**config.mk**
```make
export PLATFORM = sky130hd
export DESIGN_NAME = multicycle_main_control
export DESIGN_NICKNAME = d
export VERILOG_FILES = /design/src/rtl/multicycle_main_control.sv
export SDC_FILE = /design/constraint.sdc
export NUM_CORES = 1
export LEC_CHECK = 0
export CORE_MARGIN = 3
export CORE_UTILIZATION = 34
export DETAILED_ROUTE_END_ITERATION = 10
export PLACE_DENSITY = 0.74
export SLEW_MARGIN = 20
export SYNTH_ARGS = -nofsm -noshare
export SYNTH_HDL_FRONTEND = slang
export SYNTH_SLANG_ARGS = --single-unit
```
**constraint.sdc**
```tcl
create_clock -name clk -period 1.35 [get_ports clk]
set_input_delay 0.3375 -clock clk [delete_from_list [all_inputs] [get_ports clk]]
set_output_delay 0.3375 -clock clk [all_outputs]
set_load 0.02 [all_outputs]
```
**src/rtl/multicycle_main_control.sv**
```systemverilog
// -----------------------------------------------------------------------------
// multicycle_main_control
//
// Main control FSM for a multi-cycle MIPS datapath. Each instruction walks
// through FETCH, DECODE and then an opcode-specific execute / memory /
// write-back path before returning to FETCH. The block drives every datapath
// enable and mux select and the 2-bit ALUOp for the ALU control decoder.
//
// Memory handshake: mem_ready is a single-cycle completion flag from memory.
// In FETCH, MEMRD and MEMWR the FSM holds its state (and keeps its strobes
// asserted) until it samples mem_ready=1 on a rising clock edge; that edge
// completes the access. mem_ready is ignored in every other state.
//
// Ports:
//   clk          in   1  rising-edge clock
//   rst_n        in   1  asynchronous active-low reset (forces FETCH)
//   Op           in   6  opcode from the instruction register
//   mem_ready    in   1  memory completed the current access this cycle
//   PCWrite      out  1  unconditional PC write
//   PCWriteCond  out  1  PC write qualified by ALU zero (beq)
//   IorD         out  1  memory address select: 0=PC, 1=ALUOut
//   MemRead      out  1  memory read strobe
//   MemWrite     out  1  memory write strobe
//   MemtoReg     out  1  register write data: 0=ALUOut, 1=MDR
//   IRWrite      out  1  instruction register load
//   RegWrite     out  1  register file write
//   RegDst       out  1  destination register: 0=rt, 1=rd
//   ALUSrcA      out  1  ALU A select: 0=PC, 1=reg A
//   ALUSrcB      out  2  ALU B select: 00=B, 01=4, 10=imm, 11=imm<<2
//   PCSource     out  2  PC source: 00=ALU, 01=ALUOut, 10=jump target
//   ALUOp        out  2  00=add, 01=sub, 10=funct, 11=by Op (immediate)
//   illegal_op   out  1  pulse in DECODE for an unsupported opcode
//   dbg_state    out  4  current state code
// -----------------------------------------------------------------------------
module multicycle_main_control (
    input  logic       clk,
    input  logic       rst_n,
    input  logic [5:0] Op,
    input  logic       mem_ready,
    output logic       PCWrite,
    output logic       PCWriteCond,
    output logic       IorD,
    output logic       MemRead,
    output logic       MemWrite,
    output logic       MemtoReg,
    output logic       IRWrite,
    output logic       RegWrite,
    output logic       RegDst,
    output logic       ALUSrcA,
    output logic [1:0] ALUSrcB,
    output logic [1:0] PCSource,
    output logic [1:0] ALUOp,
    output logic       illegal_op,
    output logic [3:0] dbg_state
);

    typedef enum logic [3:0] {
        S_FETCH  = 4'd0,
        S_DECODE = 4'd1,
        S_MEMADR = 4'd2,
        S_MEMRD  = 4'd3,
        S_MEMWB  = 4'd4,
        S_MEMWR  = 4'd5,
        S_REX    = 4'd6,
        S_RWB    = 4'd7,
        S_BEQ    = 4'd8,
        S_JMP    = 4'd9,
        S_IEX    = 4'd10,
        S_IWB    = 4'd11
    } state_t;

    localparam logic [5:0] OP_RTYPE = 6'b000000;
    localparam logic [5:0] OP_LW    = 6'b100011;
    localparam logic [5:0] OP_SW    = 6'b101011;
    localparam logic [5:0] OP_BEQ   = 6'b000100;
    localparam logic [5:0] OP_J     = 6'b000010;
    localparam logic [5:0] OP_ADDI  = 6'b001000;
    localparam logic [5:0] OP_ANDI  = 6'b001100;
    localparam logic [5:0] OP_ORI   = 6'b001101;
    localparam logic [5:0] OP_XORI  = 6'b001110;
    localparam logic [5:0] OP_SLTI  = 6'b001010;

    state_t state_q;
    state_t state_d;

    // Opcode classification, shared by next-state and illegal_op decode.
    logic op_is_lw;
    logic op_is_sw;
    logic op_is_rtype;
    logic op_is_beq;
    logic op_is_j;
    logic op_is_imm;
    logic op_legal;

    always_comb begin
        op_is_lw    = (Op == OP_LW);
        op_is_sw    = (Op == OP_SW);
        op_is_rtype = (Op == OP_RTYPE);
        op_is_beq   = (Op == OP_BEQ);
        op_is_j     = (Op == OP_J);
        op_is_imm   = (Op == OP_ADDI) || (Op == OP_ANDI) || (Op == OP_ORI) ||
                      (Op == OP_XORI) || (Op == OP_SLTI);
        op_legal    = op_is_lw || op_is_sw || op_is_rtype || op_is_beq ||
                      op_is_j || op_is_imm;
    end

    // State register. Reset is asynchronous so an in-flight write-back or
    // memory write is cut off the moment rst_n falls.
    always_ff @(posedge clk or negedge rst_n) begin
        if (!rst_n) begin
            state_q <= S_FETCH;
        end else begin
            state_q <= state_d;
        end
    end

    // Next-state logic.
    always_comb begin
        state_d = S_FETCH;
        case (state_q)
            S_FETCH: begin
                state_d = mem_ready ? S_DECODE : S_FETCH;
            end
            S_DECODE: begin
                if (op_is_lw || op_is_sw) begin
                    state_d = S_MEMADR;
                end else if (op_is_rtype) begin
                    state_d = S_REX;
                end else if (op_is_beq) begin
                    state_d = S_BEQ;
                end else if (op_is_j) begin
                    state_d = S_JMP;
                end else if (op_is_imm) begin
                    state_d = S_IEX;
                end else begin
                    state_d = S_FETCH;
                end
            end
            S_MEMADR: begin
                // Op is held by the IR, so it is still lw or sw here; any
                // other value can only come from a corrupted IR.
                if (op_is_lw) begin
                    state_d = S_MEMRD;
                end else if (op_is_sw) begin
                    state_d = S_MEMWR;
                end else begin
                    state_d = S_FETCH;
                end
            end
            S_MEMRD: begin
                state_d = mem_ready ? S_MEMWB : S_MEMRD;
            end
            S_MEMWB: state_d = S_FETCH;
            S_MEMWR: begin
                state_d = mem_ready ? S_FETCH : S_MEMWR;
            end
            S_REX:   state_d = S_RWB;
            S_RWB:   state_d = S_FETCH;
            S_BEQ:   state_d = S_FETCH;
            S_JMP:   state_d = S_FETCH;
            S_IEX:   state_d = S_IWB;
            S_IWB:   state_d = S_FETCH;
            // Codes 12-15 are unreachable; recover to FETCH.
            default: state_d = S_FETCH;
        endcase
    end

    // Output decode. Everything is Moore on state_q except the FETCH strobes
    // (which must only fire on the cycle memory delivers the instruction)
    // and illegal_op.
    always_comb begin
        PCWrite     = 1'b0;
        PCWriteCond = 1'b0;
        IorD        = 1'b0;
        MemRead     = 1'b0;
        MemWrite    = 1'b0;
        MemtoReg    = 1'b0;
        IRWrite     = 1'b0;
        RegWrite    = 1'b0;
        RegDst      = 1'b0;
        ALUSrcA     = 1'b0;
        ALUSrcB     = 2'b00;
        PCSource    = 2'b00;
        ALUOp       = 2'b00;
        illegal_op  = 1'b0;
        case (state_q)
            S_FETCH: begin
                // PC + 4 is computed every FETCH cycle but only committed
                // (together with the IR load) when the read completes.
                MemRead = 1'b1;
                ALUSrcB = 2'b01;
                IRWrite = mem_ready;
                PCWrite = mem_ready;
            end
            S_DECODE: begin
                // Speculatively compute the branch target into ALUOut.
                ALUSrcB    = 2'b11;
                illegal_op = ~op_legal;
            end
            S_MEMADR: begin
                ALUSrcA = 1'b1;
                ALUSrcB = 2'b10;
            end
            S_MEMRD: begin
                MemRead = 1'b1;
                IorD    = 1'b1;
            end
            S_MEMWB: begin
                RegWrite = 1'b1;
                MemtoReg = 1'b1;
            end
            S_MEMWR: begin
                MemWrite = 1'b1;
                IorD     = 1'b1;
            end
            S_REX: begin
                ALUSrcA = 1'b1;
                ALUOp   = 2'b10;
            end
            S_RWB: begin
                RegWrite = 1'b1;
                RegDst   = 1'b1;
            end
            S_BEQ: begin
                ALUSrcA     = 1'b1;
                ALUOp       = 2'b01;
                PCWriteCond = 1'b1;
                PCSource    = 2'b01;
            end
            S_JMP: begin
                PCWrite  = 1'b1;
                PCSource = 2'b10;
            end
            S_IEX: begin
                ALUSrcA = 1'b1;
                ALUSrcB = 2'b10;
                ALUOp   = 2'b11;
            end
            S_IWB: begin
                RegWrite = 1'b1;
            end
            default: begin
            end
        endcase
    end

    assign dbg_state = state_q;

endmodule

```
==> results of run 1 <==
metrics by stage:
step,TNS [ns],std cells,utilization [%]
2_1_floorplan,-2.35,77,-
3_3_place_gp,-11.65,147,76.2
3_5_place_dp,-12.37,147,76.2
4_1_cts,-5.37,161,91.5
cells by family after synthesis:
family / count (synthesis) / synth area share (%)
xor+xnor: 2 / 3.06
flops: 4 / 17.5
simple gates: 45 / 49.5
buf+inv: 6 / 5.91
compound gates: 20 / 24.1
repair_timing:
action / CTS
resized for setup: 159
setup buffers: 9
pin swaps: 14
endpoints found under the setup margin: 25
gates cloned: 1
==> metrics.txt, run 1 <==
status stopped before the end; stage reached 5_1_grt; Err [ERROR DPL-0033] detailed placement checks failed during check placement.; CTS Sinks 4; Yosys cell types 33; Cell Area, Synth 572 um2; pin count of the biggest net entering global routing 13; # port buffers 29; Die X between 40 and 50 um; leading area contributor after synthesis dfrtp_1; Placed Area 1170 um2; Synth async-reset ratio 100%; top cells by area, synth dfrtp_1 (18%), nand2b_1 (11%), nor2_1 (8.5%), nor4_2 (4.4%), o21ai_0 (4.4%); most frequent cell after synthesis nor2_1; Placer Congestion ~0.8; CTS max path bufs 2; Main synth FF type dfrtp_1; register area share after synthesis 17.5%; CTS Buf Count 3; Yosys reg bits 4; initial antenna violation count 0; Synth Area per Inst 7.43 um2; Root Buffer clkbuf_4; Die Height 47.0 um; Top Ports 30; Crit. endpoint post-GRT repair PCWrite; Post-Syn Instances 77; Initial Util 37.1%; EDFF count, synth 0; detailed-placement wirelength estimate 1730 um; Worst EP kind output port; YS warnings 0; # hold bufs at CTS 0; syn_nets 86; count of standard-cell rows 14; H-tree depth 1; most frequent cells after synthesis nor2_1 (13), nand2b_1 (10), o21ai_0 (5); Place WS -1.10 ns; area share of the largest cell type after synthesis 17.5%
==> run 2, diff against run 1 <==
CORE_AREA = 3 3 64 66   (was not set)
CORE_MARGIN = not set   (was 3)
CORE_UTILIZATION = not set   (was 34)
DIE_AREA = 0 0 67 69   (was not set)
PLACE_DENSITY = not set   (was 0.74)
PLACE_DENSITY_LB_ADDON = 0.15   (was not set)
clock period = 1.8 ns   (was 1.35 ns; I/O delays follow)
==> run 2 against run 1 <==
  * Area after synthesis unchanged
  * Synthesized cell count unchanged
  * The flow now finishes, with violations (setup timing)
==> metrics.txt, run 2 <==
Final period util 100%; vias per cell between 4 and 5; top cells by area, synth dfrtp_1 (18%), nand2b_1 (11%), nor2_1 (8.5%), nor4_2 (4.4%), o21ai_0 (4.4%); Area Growth Syn to Fin 112%; worst setup path end illegal_op; failing checks setup timing; placed insts 175 (+19%); adder-cell share of the synthesized area 0% (unchanged); Yosys cell types 33 (unchanged); initial antenna violation count 0; count of standard-cell rows 22 (+8); Slew HR 78.1%; Fin. Hold Viols 0; status finished, violations left; simple-gate share of the synthesized area 49.5% (unchanged); detailed-placement wirelength estimate 1700 um (-2.1%); detailed-route via count roughly 770; Cell Area, Synth 572 um2 (unchanged); final setup margin -0.00695 ns; Pwr Density 1230 nW/um2; crit path from Op[0]; CP arrival 1.36 ns; R2R Setup Slk approximately 0.16 ns; Compound-Gate Fraction of Synth Area 24.1% (unchanged); H-tree depth 1 (unchanged); most frequent cell after synthesis nor2_1; commonest non-fill, non-tap cell in the layout buf_4; Main synth FF type dfrtp_1; CTS Sinks 4 (unchanged); layout cells sized above 1 60.6%; min Tclk post-route 1.81 ns; pin count of the biggest net entering global routing 18; Initial Util 15.7% (-21 points); RSZ-0062 raised after global routing yes; register area share after synthesis 17.5% (unchanged); Finished Layout Cells 180; mux cell area share after synthesis 0% (unchanged); area share of the largest cell type after synthesis 17.5% (unchanged); worst-margin pin slew 0.326 ns; final core occ 33.4%; leak pwr 0.562 nW; Residual DRC 0; Yosys reg bits 4 (unchanged); CTS max path bufs 2 (unchanged); Worst Path Class, Setup in2out; Top Ports 30 (unchanged); Post-Syn Instances 77 (unchanged); Critical Path Start Type primary input; commonest non-fill, non-tap cells in the layout buf_4 (29), buf_2 (10), nor2_1 (9); CTS tree yes; peak supply drop 0.000344 V; Die ar. 4620 um2; Max Clock Freq 553 MHz; max reg flops 4; CP Capture Type primary output; post-route ant nets 0; Placer Congestion 0.775 (-4.6%); R2R depth 6; Wirelength per Cell 11.9 um; clk slew on worst S/H paths around 0.03 ns; most frequent cells after synthesis nor2_1 (13), nand2b_1 (10), o21ai_0 (5); Max-cap violations 0; worst-path fanout max 6; Slew Viols, Final 0; CTS Buf Count 3 (unchanged); hold crit path type in2async; first-pass GRT wire length around 3500 um; Die X 67 um (+43%); Synth Area in XOR/XNOR 3.06% (unchanged); YS warnings 0 (unchanged); Synth Area per Inst 7.43 um2 (unchanged); DRT Pass-1 Iters 4; ant diodes 0; Final setup viols 1; Final #Nets 143; Root Buffer clkbuf_8; area occupied by multi-input gates 568 um2; worst r2r src dbg_state[2]; largest family of logic cells by synthesized area simple AND/OR/NAND/NOR gates; Die Height 69 um (+47%); Reg area 104 um2; EDFF count, synth 0 (unchanged); Filler cells between 400 and 500; Overflow after GRT 0; # port buffers 29 (unchanged); syn_nets 86 (unchanged); aggregate global-route resource usage 9.23%; Critical Path RT about 1.4 ns; First DRT Iteration DRCs 28; clock latency on the worst-skew pair between 0.2 and 0.25 ns; total core area 3630 um2; final WL 2150 um; Synth async-reset ratio 100% (unchanged); skew final 0.000867 ns; worst flop-to-flop path endpoint dbg_state[1]; final setup TNS -0.00695 ns; vias in the first global route 778; leading area contributor after synthesis dfrtp_1
-- run 2: cell counts after synthesis --
No cell type changed its count.
-- run 2: cell families (layout without fill, tap and decap cells) --
family          count (synthesis)  after routing
compound gates                 20             20
xor+xnor                        2              2
simple gates                   45             45
flops                           4              4
buf+inv                         6             61
-- run 2: power by group --
group	internal, mW	switching, mW
logic	0.554	0.593
clock network	0.142	0.0438
registers	0.121	0.0358
total	0.818	0.673
-- run 2: layout make-up --
class                   instances  share of cell area [%]
repair buffers                 57                    36.0
multi-input cells              67                    46.8
inverters                       1                   0.309
flip-flops and latches          4                    8.55
clock buffers                   3                    3.40
well taps                      48                    4.94
-- run 2: how the worst min path moves through the flow --
stage	startpoint	to	slack, ns	cells after the start
5_1_grt	rst_n	dbg_state[1]	0.45	1
2_1_floorplan	rst_n	dbg_state[0]	0.15	0
6_report	rst_n	dbg_state[1]	0.44	1
3_3_place_gp	rst_n	dbg_state[0]	0.66	1
3_5_place_dp	rst_n	dbg_state[0]	0.67	1
4_1_cts	rst_n	dbg_state[0]	0.44	1
-- run 2: layer usage --
metal	share of wire, %	up-vias	track usage [%]
met5	0	-	0
met4	0	0	2.70
met3	5.4	0	0.163
met2	51	30	15.7
met1	44	351	12.4
li1	-	391	-
-- run 2: metrics by stage --
step / total power, mW / hold WS, ns / area (um2) / worst slack (ns)
2_1_floorplan: 0.750 / 0.154 / 609 / -0.0774
3_3_place_gp: 1.29 / 0.661 / 1140 / -0.879
3_5_place_dp: 1.30 / 0.666 / 1140 / -0.881
4_1_cts: 1.44 / 0.442 / 1190 / -0.157
5_1_grt: 1.61 / 0.449 / 1210 / -0.0670
6_report: 1.49 / 0.436 / 1210 / -0.00695
-- run 2: repair_timing --
action,CTS,global route
gates resized for setup,83,39
buffers inserted,1,1
setup endpoints to repair,20,15
hold buffers,0,0
pin swaps,3,3
-- run 2: worst max-delay path, cell delays in order --
cell,delay [ns]
buf_6,0.11
nor4_4,0.28
nor3b_4,0.29
nor4b_4,0.07
buf_4,0.16
Power figures use the tool's default switching activity.
